`src/rtl/mod_dec_shifter.sv`:
```
// Inverse ShiftRows stage for the AES-256 decryption datapath.
// Rotates each accepted 4-byte row right by its row index, with a registered output and done pulse.
module mod_dec_shifter #(
   parameter int unsigned N = 4
) (
   input  logic                clk,
   input  logic                resetn,
   input  logic                wr_en,
   input  logic                sof,
   input  logic [N-1:0][7:0]   inp,
   output logic [N-1:0][7:0]   outp,
   output logic                done,
   output logic [1:0]          row_idx,
   output logic                last
);

   localparam int unsigned ROW_W = 2;

   generate
      if (N != 4) begin : g_bad_n
         $error("mod_dec_shifter supports only N = 4");
      end
   endgenerate

   logic [ROW_W-1:0]  r_rcnt;
   logic [ROW_W-1:0]  w_row;
   logic [N-1:0][7:0] w_rot;

   // sof restarts the state at row 0 for the write it accompanies
   assign w_row = sof ? ROW_W'(0) : r_rcnt;

   // Right rotation by w_row: out[c] takes in[(c - row) mod 4]
   always_comb begin
      w_rot = '0;
      for (int c = 0; c < 4; c++) begin
         w_rot[c] = inp[ROW_W'(ROW_W'(c) - w_row)];
      end
   end

   always_ff @(posedge clk or posedge resetn) begin
      if (resetn) begin
         r_rcnt  <= '0;
         outp    <= '0;
         done    <= 1'b0;
         row_idx <= '0;
         last    <= 1'b0;
      end else if (wr_en) begin
         outp    <= w_rot;
         row_idx <= w_row;
         done    <= 1'b1;
         last    <= (w_row == ROW_W'(3));
         r_rcnt  <= ROW_W'(w_row + ROW_W'(1));
      end else begin
         done    <= 1'b0;
         last    <= 1'b0;
         if (sof) begin
            r_rcnt <= '0;
         end
      end
   end

endmodule

```
`config.mk`:
```
export PLATFORM = sky130hd
export DESIGN_NAME = mod_dec_shifter
export DESIGN_NICKNAME = d
export VERILOG_FILES = /design/src/rtl/mod_dec_shifter.sv
export SDC_FILE = /design/constraint.sdc
export NUM_CORES = 1
export LEC_CHECK = 0
export BUFFER_PORTS_ARGS = -buffer_cell sky130_fd_sc_hd__buf_4
export CORE_ASPECT_RATIO = 1.1
export CORE_MARGIN = 2
export CORE_UTILIZATION = 47
export DETAILED_ROUTE_END_ITERATION = 16
export GPL_TIMING_DRIVEN = 0
export PLACE_DENSITY_LB_ADDON = 0.05
export SLEW_MARGIN = 25
export SYNTH_ARGS = -nofsm -noshare
export SYNTH_HDL_FRONTEND = slang
export SYNTH_SLANG_ARGS = --single-unit
```
`constraint.sdc`:
```
create_clock -name clk -period 1.4 [get_ports clk]
set_input_delay 0.35 -clock clk [delete_from_list [all_inputs] [get_ports clk]]
set_output_delay 0.35 -clock clk [all_outputs]
set_load 0.02 [all_outputs]
```
==> run_results.csv <==
group,metric,value,unit
synth,ys_seq_area_share,39.2,%
clocking,path_clk_slew,80,ps
sta,finalCriticalPeriod,1460,ps
critical_path,end_kind,"flop",
synth,synth_compound_area_share,19.0,%
floorplanning,core_area,5000,um^2
placement,place_congestion,0.876,
critical_path,cpPeakStageDelay,380,ps
cells_and_area,drive_gt1_share,46.8,%
power,powerDensity,1210,nW/um^2
sta,setup_ws,-56.1,ps
cells_and_area,fin_util,72.6,%
critical_path,crit_family,"flip-flops",
sta,maxSlewViolCount,0,
floorplanning,die_w,72.5,um
sta,rsz0062_at_grt,"yes",
floorplanning,die_area,5760,um^2
sta,worst_pin_slew,649,ps
global_routing,grt_pass1_vias,2479,
clocking,clkLatencyLatePin,290,ps
clocking,clockBufferDepth,2,
synth,synth.distinct_cells,27,
routing,antenna_left,0,
run,max_cap_viol_count,0,
sta,fin_skew,6.30,ps
synth,synth_simple_gate_area_share,24.4,%
clocking,htreeDepth,2,
synth,synth_xor_area_share,1.08,%
hold_path,holdCritPathClass,"primary input to asynchronous set/reset pin",
cells_and_area,final_cell_mix,"nand2_1, buf_4, dfrtp_1",
synth,synthArstFlopShare,100,%
critical_path,cp.buffers_inverters,2,
floorplanning,boundaryPins,72,
critical_path,reg2reg_depth,6,
synth,synth_adder_area_share,0,%
global_routing,antenna_found_initial,0,
global_routing,grt_usage,27.4,%
critical_path,cpMaxStageDelayCell,"dfrtp_1",
synth,synthCells,286,
routing,route.vias.total,2666,
sta,setup_tns,-319,ps
routing,drt_iter0_markers,249,
placement,port_buffers,71,
critical_path,worst_setup_path_start_kind,"flop",
sta,hold_viol,0,
synth,avgSynthCellArea,8.49,um^2
placement,hpwl,5.26,mm
critical_path,crit_arrival,1640,ps
critical_path,crit_type,"flop to flop",
routing,firstDrtPassIters,5,
critical_path,path_depth,6,
power,finalPower,4400,uW
cells_and_area,num-nets-final,415,
placement,dpl_worst_slack,-197,ps
synth,syn-num-nets,322,
critical_path,cpMostUsedCell,"buf_6",
cells_and_area,final_common_cell,"nand2_1",
synth,ys.flop_type,"dfrtp_1",
synth,synth_edf_count,0,
synth,synth_top_family_by_area,"simple AND/OR/NAND/NOR gates",
cells_and_area,design_area,3630,um^2
synth,yosysWarnings,0,
critical_path,worstPathMaxFanout,10,
cells_and_area,antenna_cells,0,
power,p_leak,0.00167,uW
clocking,numClockSinks,38,
cells_and_area,areaGrowthSynthToFinish,49.5,%
global_routing,grt_max_degree,21,
placement,placed_area,3060,um^2
critical_path,worst_ep_required_time,1580,ps
sta,finalCritPeriodShare,104,%
routing,wire_per_inst,19.1,um
sta,slew_headroom,56.7,%
outcome,violations,"negative setup slack",
sta,fmax,687,MHz
routing,vias_per_cell,6.09,
floorplanning,fp-row-count,27,
critical_path,cp_cell_sequence,"buf_6 -> nand2b_4 -> buf_6 -> a21oi_1 -> a32oi_2 -> mux2_2",
global_routing,grt_pass1_wl,12.1,mm
floorplanning,start_util,48.5,%
synth,ys_ff_latch,38,
clocking,cts_root_buf,"clkbuf_8",
synth,netlist_area,2430,um^2
sta,finalSetupViolations,17,
synth,synth.area.mux_share,8.76,%
clocking,cts_tree,"built",
outcome,status,"complete, but fails checks",
routing,drc_errors,0,
global_routing,overflow,0,
power,ir_drop,0.818,mV
clocking,cts_made_buffers,5,
floorplanning,fp.dieH,79.4,um
routing,route.final.wire_length,8.36,mm
-- final cells by class --
class / instances / area, um^2
Clock buffer: 6 / 82.6
Inverter: 1 / 3.75
Sequential cell: 38 / 952
Buffer: 24 / 239
Fill cell: 383 / 1370
Timing Repair Buffer: 88 / 713
Multi-Input combinational cell: 221 / 1510
Tap cell: 58 / 72.6
Clock inverter: 2 / 60.1
-- Yosys cell counts (2+ instances only) --
| master | number | area [um^2] |
|---|---|---|
| xor2_1 | 2 | 17.5 |
| clkbuf_1 | 3 | 11.3 |
| mux2_2 | 18 | 203 |
| nor2b_1 | 3 | 18.8 |
| nand2b_1 | 16 | 100 |
| nand2_1 | 94 | 353 |
| buf_4 | 6 | 45.0 |
| buf_6 | 6 | 67.6 |
| buf_2 | 11 | 55.1 |
| o22a_1 | 15 | 131 |
| nand3_1 | 16 | 80.1 |
| a21oi_1 | 30 | 150 |
| a32oi_1 | 15 | 131 |
| dfrtp_1 | 38 | 951 |
-- layer usage --
metal  global-route usage [%]  share of wire (%)  vias up
met3                     4.55                8.1       33
li1                         -                  -     1181
met5                        0                  0        -
met2                     44.8                 49      166
met4                     13.9                3.3        0
met1                     34.6                 40     1286
-- stage by stage --
stage / instances / hold slack (ps)
2_1_floorplan: 286 / 381
3_3_place_gp: 415 / 468
3_5_place_dp: 416 / 384
4_1_cts: 431 / 63.7
5_1_grt: 438 / 90.9
6_report: 438 / 58.8
-- worst paths after layout --
| check | to | slack (ps) | start |
|---|---|---|---|
| setup / recovery | outp[12]$_DFFE_PP0P_ | -60 | r_rcnt[1]$_DFF_PP0_ |
| hold / removal | outp[25]$_DFFE_PP0P_ | 60 | resetn |
| setup reg to reg | outp[12]$_DFFE_PP0P_ | -60 | r_rcnt[1]$_DFF_PP0_ |
| hold reg to reg | outp[6]$_DFFE_PP0P_ | 500 | outp[6]$_DFFE_PP0P_ |
| max in group asynchronous | outp[5]$_DFFE_PP0P_ | 900 | resetn |
| min in group clk | done$_DFF_PP0_ | 170 | wr_en |
-- what timing repair did --
action | 4_1_cts | 5_1_grt
endpoints found under the setup margin | 27 | 32
gates resized for setup | 30 | 48
cloned | 1 | 2
hold buffers | 0 | 0
pin swaps | 4 | 13
buffers inserted | 8 | 5
-- worst register-to-register path, stage by stage, from the launching register on --
cell and delay [ps]:
dfrtp_1 380, buf_6 150, nand2b_4 100, buf_6 170, a21oi_1 160, a32oi_2 90
mux2_2 280
-- cell families (layout without fill, tap and decap cells) --
logic type | after synthesis | count (layout)
AND/OR/NAND/NOR | 134 | 134
AO/OA/AOI/OAI | 65 | 65
flip-flops | 38 | 38
buffers and inverters | 27 | 121
multiplexers | 19 | 19
XOR/XNOR | 3 | 3
-- sequential cells by signal, indices dropped and copies added, names as in the netlist --
name and flops:
last 1, done 1, r_rcnt 2, outp 32, row_idx 2
-- where the power goes --
part           internal (uW)  switching [uW]  leakage (uW)
clock network            760             418     0.0000714
logic                    877             948       0.00115
registers               1290             109      0.000446
(Power assumes the default switching activity.)
